==> src/rtl/idecode_if.sv <==
// Signal bundle of the MIPS decode stage: IF/ID inputs, WB write-back port,
// ID/EX pipeline outputs and the load-use stall flag to fetch.
interface idecode_if #(
  parameter int PARAM_PC_bits = 10
);
  logic [31:0]              ip_instruction;
  logic [PARAM_PC_bits-1:0] ip_PC_plus_4;
  logic                     ip_flush;
  logic                     ip_reg_write;
  logic [4:0]               ip_write_reg;
  logic [31:0]              ip_write_data;

  logic                     op_stall;
  logic [31:0]              op_read_data_1;
  logic [31:0]              op_read_data_2;
  logic [31:0]              op_sign_extend;
  logic [4:0]               op_rt;
  logic [4:0]               op_rd;
  logic [PARAM_PC_bits-1:0] op_PC_plus_4;
  logic                     op_reg_dst;
  logic                     op_alu_src;
  logic                     op_mem_to_reg;
  logic                     op_reg_write;
  logic                     op_mem_read;
  logic                     op_mem_write;
  logic                     op_branch;
  logic [1:0]               op_alu_op;

  modport master (
    output ip_instruction, ip_PC_plus_4, ip_flush,
    output ip_reg_write, ip_write_reg, ip_write_data,
    input  op_stall, op_read_data_1, op_read_data_2, op_sign_extend,
    input  op_rt, op_rd, op_PC_plus_4,
    input  op_reg_dst, op_alu_src, op_mem_to_reg, op_reg_write,
    input  op_mem_read, op_mem_write, op_branch, op_alu_op
  );

  modport slave (
    input  ip_instruction, ip_PC_plus_4, ip_flush,
    input  ip_reg_write, ip_write_reg, ip_write_data,
    output op_stall, op_read_data_1, op_read_data_2, op_sign_extend,
    output op_rt, op_rd, op_PC_plus_4,
    output op_reg_dst, op_alu_src, op_mem_to_reg, op_reg_write,
    output op_mem_read, op_mem_write, op_branch, op_alu_op
  );
endinterface

==> src/rtl/idecode_stage.sv <==
// MIPS instruction-decode stage: register file with WB bypass, main control,
// sign extension, load-use hazard detection and the ID/EX pipeline register.
module idecode_stage #(
  parameter int PARAM_REG_count = 32,
  parameter int PARAM_PC_bits   = 10
) (
  input  logic     clock,
  input  logic     reset,
  idecode_if.slave bus
);

  localparam logic [5:0] OP_RTYPE = 6'b000000;
  localparam logic [5:0] OP_LW    = 6'b100011;
  localparam logic [5:0] OP_SW    = 6'b101011;
  localparam logic [5:0] OP_BEQ   = 6'b000100;
  localparam logic [5:0] OP_ADDI  = 6'b001000;

  typedef struct packed {
    logic       reg_dst;
    logic       alu_src;
    logic       mem_to_reg;
    logic       reg_write;
    logic       mem_read;
    logic       mem_write;
    logic       branch;
    logic [1:0] alu_op;
  } ctrl_t;

  typedef struct packed {
    ctrl_t                    ctrl;
    logic [31:0]              read_data_1;
    logic [31:0]              read_data_2;
    logic [31:0]              sign_extend;
    logic [4:0]               rt;
    logic [4:0]               rd;
    logic [PARAM_PC_bits-1:0] pc_plus_4;
  } idex_t;

  logic [5:0]  opcode;
  logic [4:0]  rs;
  logic [4:0]  rt;
  logic [4:0]  rd;
  logic [15:0] imm;

  assign opcode = bus.ip_instruction[31:26];
  assign rs     = bus.ip_instruction[25:21];
  assign rt     = bus.ip_instruction[20:16];
  assign rd     = bus.ip_instruction[15:11];
  assign imm    = bus.ip_instruction[15:0];

  // Main control; unknown opcodes decode to an all-zero bubble.
  ctrl_t ctrl_dec;
  logic  uses_rt;

  always_comb begin
    // NOTE: every always_comb output gets a default first so no path can
    // leave it unassigned and infer a latch.
    ctrl_dec = '0;
    uses_rt  = 1'b0;
    case (opcode)
      OP_RTYPE: begin
        ctrl_dec.reg_dst   = 1'b1;
        ctrl_dec.reg_write = 1'b1;
        ctrl_dec.alu_op    = 2'b10;
        uses_rt            = 1'b1;
      end
      OP_LW: begin
        ctrl_dec.alu_src    = 1'b1;
        ctrl_dec.mem_to_reg = 1'b1;
        ctrl_dec.reg_write  = 1'b1;
        ctrl_dec.mem_read   = 1'b1;
      end
      OP_SW: begin
        ctrl_dec.alu_src   = 1'b1;
        ctrl_dec.mem_write = 1'b1;
        uses_rt            = 1'b1;
      end
      OP_BEQ: begin
        ctrl_dec.branch = 1'b1;
        ctrl_dec.alu_op = 2'b01;
        uses_rt         = 1'b1;
      end
      OP_ADDI: begin
        ctrl_dec.alu_src   = 1'b1;
        ctrl_dec.reg_write = 1'b1;
      end
      default: ;
    endcase
  end

  // Register file; $0 is never written and always reads as zero.
  logic [31:0] rf_q [PARAM_REG_count];
  logic        wb_en;

  assign wb_en = bus.ip_reg_write && (bus.ip_write_reg != 5'd0);

  always_ff @(posedge clock or posedge reset) begin
    if (reset) begin
      // NOTE: the architectural register file must read as zero after reset,
      // so this array is cleared here unlike a plain data RAM; state updates
      // use non-blocking assignments so all flops sample the same old values.
      for (int i = 0; i < PARAM_REG_count; i++) begin
        rf_q[i] <= '0;
      end
    end else if (wb_en) begin
      rf_q[bus.ip_write_reg] <= bus.ip_write_data;
    end
  end

  // Same-cycle WB bypass: a write in flight wins over the stored value.
  logic [31:0] rd_data_1;
  logic [31:0] rd_data_2;

  always_comb begin
    rd_data_1 = '0;
    rd_data_2 = '0;
    if (rs != 5'd0) begin
      rd_data_1 = (wb_en && (bus.ip_write_reg == rs)) ? bus.ip_write_data : rf_q[rs];
    end
    if (rt != 5'd0) begin
      rd_data_2 = (wb_en && (bus.ip_write_reg == rt)) ? bus.ip_write_data : rf_q[rt];
    end
  end

  idex_t idex_q;
  idex_t idex_d;
  logic  hazard;

  // rt only counts as a source for opcodes that actually read it.
  assign hazard = idex_q.ctrl.mem_read && (idex_q.rt != 5'd0) &&
                  ((idex_q.rt == rs) || ((idex_q.rt == rt) && uses_rt));

  assign bus.op_stall = hazard && !bus.ip_flush;

  // Flush clears the whole entry; a hazard inserts a bubble but keeps data.
  always_comb begin
    idex_d = '0;
    if (!bus.ip_flush) begin
      idex_d.ctrl        = hazard ? '0 : ctrl_dec;
      idex_d.read_data_1 = rd_data_1;
      idex_d.read_data_2 = rd_data_2;
      idex_d.sign_extend = {{16{imm[15]}}, imm};
      idex_d.rt          = rt;
      idex_d.rd          = rd;
      idex_d.pc_plus_4   = bus.ip_PC_plus_4;
    end
  end

  always_ff @(posedge clock or posedge reset) begin
    if (reset) begin
      idex_q <= '0;
    end else begin
      idex_q <= idex_d;
    end
  end

  assign bus.op_read_data_1 = idex_q.read_data_1;
  assign bus.op_read_data_2 = idex_q.read_data_2;
  assign bus.op_sign_extend = idex_q.sign_extend;
  assign bus.op_rt          = idex_q.rt;
  assign bus.op_rd          = idex_q.rd;
  assign bus.op_PC_plus_4   = idex_q.pc_plus_4;
  assign bus.op_reg_dst     = idex_q.ctrl.reg_dst;
  assign bus.op_alu_src     = idex_q.ctrl.alu_src;
  assign bus.op_mem_to_reg  = idex_q.ctrl.mem_to_reg;
  assign bus.op_reg_write   = idex_q.ctrl.reg_write;
  assign bus.op_mem_read    = idex_q.ctrl.mem_read;
  assign bus.op_mem_write   = idex_q.ctrl.mem_write;
  assign bus.op_branch      = idex_q.ctrl.branch;
  assign bus.op_alu_op      = idex_q.ctrl.alu_op;

endmodule

==> src/flat_wrapper.sv <==
// flat-port wrapper written by rule: the top's interface ports become plain ports
module idecode_stage_flat 
#(
  parameter int PARAM_REG_count = 32,
  parameter int PARAM_PC_bits   = 10
)
  (clock, reset, bus_ip_instruction, bus_ip_PC_plus_4, bus_ip_flush, bus_ip_reg_write, bus_ip_write_reg, bus_ip_write_data, bus_op_stall, bus_op_read_data_1, bus_op_read_data_2, bus_op_sign_extend, bus_op_rt, bus_op_rd, bus_op_PC_plus_4, bus_op_reg_dst, bus_op_alu_src, bus_op_mem_to_reg, bus_op_reg_write, bus_op_mem_read, bus_op_mem_write, bus_op_branch, bus_op_alu_op);
  idecode_if #(.PARAM_PC_bits(PARAM_PC_bits)) bus_i ();
  input  logic clock;
  input  logic reset;
  input wire logic [$bits(bus_i.ip_instruction)-1:0] bus_ip_instruction;
  input wire logic [$bits(bus_i.ip_PC_plus_4)-1:0] bus_ip_PC_plus_4;
  input wire logic [$bits(bus_i.ip_flush)-1:0] bus_ip_flush;
  input wire logic [$bits(bus_i.ip_reg_write)-1:0] bus_ip_reg_write;
  input wire logic [$bits(bus_i.ip_write_reg)-1:0] bus_ip_write_reg;
  input wire logic [$bits(bus_i.ip_write_data)-1:0] bus_ip_write_data;
  output wire logic [$bits(bus_i.op_stall)-1:0] bus_op_stall;
  output wire logic [$bits(bus_i.op_read_data_1)-1:0] bus_op_read_data_1;
  output wire logic [$bits(bus_i.op_read_data_2)-1:0] bus_op_read_data_2;
  output wire logic [$bits(bus_i.op_sign_extend)-1:0] bus_op_sign_extend;
  output wire logic [$bits(bus_i.op_rt)-1:0] bus_op_rt;
  output wire logic [$bits(bus_i.op_rd)-1:0] bus_op_rd;
  output wire logic [$bits(bus_i.op_PC_plus_4)-1:0] bus_op_PC_plus_4;
  output wire logic [$bits(bus_i.op_reg_dst)-1:0] bus_op_reg_dst;
  output wire logic [$bits(bus_i.op_alu_src)-1:0] bus_op_alu_src;
  output wire logic [$bits(bus_i.op_mem_to_reg)-1:0] bus_op_mem_to_reg;
  output wire logic [$bits(bus_i.op_reg_write)-1:0] bus_op_reg_write;
  output wire logic [$bits(bus_i.op_mem_read)-1:0] bus_op_mem_read;
  output wire logic [$bits(bus_i.op_mem_write)-1:0] bus_op_mem_write;
  output wire logic [$bits(bus_i.op_branch)-1:0] bus_op_branch;
  output wire logic [$bits(bus_i.op_alu_op)-1:0] bus_op_alu_op;
  assign bus_i.ip_instruction = bus_ip_instruction;
  assign bus_i.ip_PC_plus_4 = bus_ip_PC_plus_4;
  assign bus_i.ip_flush = bus_ip_flush;
  assign bus_i.ip_reg_write = bus_ip_reg_write;
  assign bus_i.ip_write_reg = bus_ip_write_reg;
  assign bus_i.ip_write_data = bus_ip_write_data;
  assign bus_op_stall = bus_i.op_stall;
  assign bus_op_read_data_1 = bus_i.op_read_data_1;
  assign bus_op_read_data_2 = bus_i.op_read_data_2;
  assign bus_op_sign_extend = bus_i.op_sign_extend;
  assign bus_op_rt = bus_i.op_rt;
  assign bus_op_rd = bus_i.op_rd;
  assign bus_op_PC_plus_4 = bus_i.op_PC_plus_4;
  assign bus_op_reg_dst = bus_i.op_reg_dst;
  assign bus_op_alu_src = bus_i.op_alu_src;
  assign bus_op_mem_to_reg = bus_i.op_mem_to_reg;
  assign bus_op_reg_write = bus_i.op_reg_write;
  assign bus_op_mem_read = bus_i.op_mem_read;
  assign bus_op_mem_write = bus_i.op_mem_write;
  assign bus_op_branch = bus_i.op_branch;
  assign bus_op_alu_op = bus_i.op_alu_op;
  idecode_stage #(.PARAM_REG_count(PARAM_REG_count), .PARAM_PC_bits(PARAM_PC_bits)) u_core (.clock(clock), .reset(reset), .bus(bus_i));
endmodule
==> config.mk <==
export PLATFORM = sky130hd
export DESIGN_NAME = idecode_stage_flat
export DESIGN_NICKNAME = d
export VERILOG_FILES = /design/src/rtl/idecode_if.sv /design/src/rtl/idecode_stage.sv /design/src/flat_wrapper.sv
export SDC_FILE = /design/constraint.sdc
export NUM_CORES = 2
export LEC_CHECK = 0
export ABC_CLOCK_PERIOD_IN_PS = 102300
export BUFFER_PORTS_ARGS = -buffer_cell sky130_fd_sc_hd__buf_2
export CORE_AREA = 2 2 362 364
export CTS_CLUSTER_DIAMETER = 150
export DETAILED_ROUTE_END_ITERATION = 16
export DIE_AREA = 0 0 364 366
export GPL_TIMING_DRIVEN = 0
export MAX_ROUTING_LAYER = met4
export PLACE_DENSITY = 0.58
export RECOVER_POWER = 50
export SKIP_CTS_REPAIR_TIMING = 1
export SYNTH_ARGS = -nofsm -noshare
export SYNTH_HDL_FRONTEND = slang
export SYNTH_SLANG_ARGS = --single-unit
==> constraint.sdc <==
create_clock -name clock -period 102.3 [get_ports clock]
set_input_delay 10.23 -clock clock [delete_from_list [all_inputs] [get_ports clock]]
set_output_delay 10.23 -clock clock [all_outputs]
set_load 0.02 [all_outputs]
==> flow_summary.json <==
{
  "yosysWarnings": 0,
  "fmax_mhz": 41.2,
  "power_density_nw_per_um2": 20.3,
  "status": "complete, but fails checks",
  "layout_commonest_cell": "dfrtp_1",
  "cts_tree": "done",
  "cp-start-kind": "primary input",
  "cts_num_sinks": 1126,
  "antenna_left": 0,
  "area_growth_pct": 13.2,
  "route.vias.total": 40521,
  "ys_types": 43,
  "postSynthAreaPerCell_um2": 15.1,
  "cts_made_buffers": 132,
  "synthCells": 3824,
  "rsz0062_at_grt": "false",
  "vdd_drop_max_v": 0.0000169,
  "grt_start_max_net_pins": 123,
  "regArea_um2": 28200,
  "placed_area_um2": 61300,
  "grtUsageTotal_pct": 36.4,
  "die_height_um": 366,
  "multi_input_area_um2": 27500,
  "worst_path_max_delay_cell": "clkbuf_1",
  "post-route-period-util_pct": 23.8,
  "vias_per_cell": 6.72,
  "antenna_found_initial": 22,
  "reg2reg_slack_ps": 100060,
  "grt_pass1_wl_um": 323000,
  "clock_skew_ps": 27.3,
  "die_w_um": 364,
  "syn-num-nets": 3907,
  "crit_start": "reset",
  "clockBufferDepth": 3,
  "crit_type": "primary input to asynchronous set/reset pin",
  "start_util_pct": 44.7,
  "dp_hpwl_um": 160000,
  "tns_ps": 0,
  "firstDrtPassIters": 6,
  "routabilityCongestion": 0.977,
  "wl_per_cell_um": 38.8,
  "post-place-cells": 5779,
  "critPathCapture": "u_core.rf_q[363]",
  "slew_headroom_pct": -342,
  "overflow": 0,
  "clk_latency_ps": 800,
  "crit_chain": "buf_2 -> clkinvlp_2 -> clkbuf_1 -> clkbuf_1 -> clkbuf_1",
  "synthTopCellsByArea": "dfrtp_1 (49%), mux2_2 (19%), mux4_2 (19%)",
  "postLayoutCellArea_um2": 65300,
  "synth_top_area_share_pct": 48.8,
  "leakagePower_nw": 28.0,
  "r2r_cells": 4,
  "drc": 0,
  "pre_cts_ws_ps": 78480,
  "drv_slew": 1032,
  "fillCellCount": 11183,
  "cts_htree_levels": 4,
  "wl_um": 234000,
  "crit_top_cell": "clkbuf_1",
  "layout.nets": 4255,
  "critical_path.max_fanout": 119,
  "rr_endpoint": "u_core.bus.op_read_data_1[21]",
  "setup_viol": 0,
  "first_iter_violations": 5171,
  "tightest_slew_ps": 6630,
  "final_cells": 6032,
  "root_buffer": "clkbuf_16",
  "synth_edf_count": 0,
  "clkTransAtPathRegs_ps": 60,
  "maxCapViolCount": 24,
  "worstReg2RegStart": "u_core.rf_q[405]",
  "cp.arrival_ps": 23640,
  "synth_ff_type": "dfrtp_1",
  "min_period_ps": 24300,
  "endpoint_kind": "asynchronous set/reset pin",
  "final_cell_mix": "dfrtp_1 (1,126), mux2_2 (983), mux4_2 (486)",
  "worstPathRequired_ps": 101650,
  "yosysTopAreaCell": "dfrtp_1",
  "dieArea_um2": 133000,
  "hold_path.class": "register to register",
  "synth-async-reset-ratio_pct": 100,
  "power_w": 0.00133,
  "row_count": 132,
  "port_buffers": 199,
  "critical-path-max-stage-delay_ps": 4650,
  "ys_ff_latch": 1126,
  "violations": "capacitance limit, slew limit",
  "syn_area_um2": 57700,
  "core-area_um2": 129000,
  "fin_ws_ps": 78000,
  "grt_pass1_vias": 40050,
  "hold_violations": 0,
  "drive_gt1_share_pct": 45.4,
  "io_pins": 209,
  "synth-seq-area-share_pct": 48.8
}
layer usage:
| layer | part of all wire [%] | GRT usage [%] |
|---|---|---|
| met5 | 0 | - |
| met4 | 5.8 | 18.2 |
| met3 | 11 | 11.9 |
| met2 | 43 | 50.2 |
| met1 | 40 | 48.2 |
kinds of logic (layout without fill, tap and decap cells):
family / Yosys count / after routing / share of synthesized area [%]
xor gates and xnor gates: 20 / 20 / 0.304
DFF: 1126 / 1126 / 48.8
other: 0 / 23 / 0
and+or+nand+nor: 226 / 226 / 2.25
muxes: 1596 / 1596 / 40.4
AOI/OAI and AO/OA: 387 / 387 / 4.75
buffers and inverters: 469 / 912 / 3.48
critical path: cells and delay by family:
kind     cells  cell delay (ps)
buf+inv      5            13100
state kept, by name, indices dropped and copies added, names as in the netlist:
register,flops
u_core.bus.op_rt,5
u_core.bus.op_mem_read,1
u_core.bus.op_sign_extend,16
u_core.bus.op_reg_write,1
u_core.bus.op_read_data_1,32
u_core.bus.op_PC_plus_4,10
u_core.bus.op_mem_write,1
u_core.bus.op_alu_op,2
u_core.bus.op_read_data_2,32
u_core.bus.op_reg_dst,1
u_core.rf_q,1024
u_core.bus.op_alu_src,1
power breakdown:
| part | switching [W] | total [W] | leakage (nW) | internal (W) |
|---|---|---|---|---|
| combinational | 0.000119 | 0.000262 | 11.4 | 0.000144 |
| sequential | 0.0000586 | 0.000585 | 14.5 | 0.000526 |
| clock | 0.000201 | 0.000480 | 2.14 | 0.000280 |
cell usage after synthesis (all sizes together) (5+ instances only):
master	count
a211oi	73
a21oi	93
a221o	64
a221oi	25
a22oi	49
and2	27
buf	216
clkbuf	248
dfrtp	1126
inv	5
mux2	992
mux2i	118
mux4	486
nand2	28
nand2b	6
nor2	19
nor2b	78
nor3	32
nor4	5
o21ai	28
o22ai	51
xnor2	16
final cells by class:
type	instances	share of cell area, %
flip-flops and latches	1126	43.1
diodes	23	0.0881
inverters	5	0.0306
plain buffers	464	3.07
clock inverters	32	0.544
repair buffers	214	1.58
clock buffers	197	6.10
well taps	1742	3.34
multi-input cells	2229	42.1
worst min path at each step:
stage	startpoint	end	slack, ps	cells past startpoint
3_3_place_gp	u_core.rf_q[1022]	u_core.rf_q[1022]	450	1
5_1_grt	u_core.rf_q[1006]	u_core.rf_q[1006]	500	1
2_1_floorplan	u_core.rf_q[1000]	u_core.rf_q[1000]	440	1
3_5_place_dp	u_core.rf_q[1004]	u_core.rf_q[1004]	470	1
4_1_cts	u_core.rf_q[992]	u_core.rf_q[992]	480	1
6_report	u_core.rf_q[992]	u_core.rf_q[992]	480	1
per-stage QoR:
| stage | hold WS, ps | util, % |
|---|---|---|
| 6_report | 479 | 50.7 |
| 5_1_grt | 496 | 50.6 |
| 4_1_cts | 479 | 50.9 |
| 3_5_place_dp | 467 | 47.5 |
| 3_3_place_gp | 454 | 47.2 |
| 2_1_floorplan | 441 | - |
(Power assumes the default switching activity.)
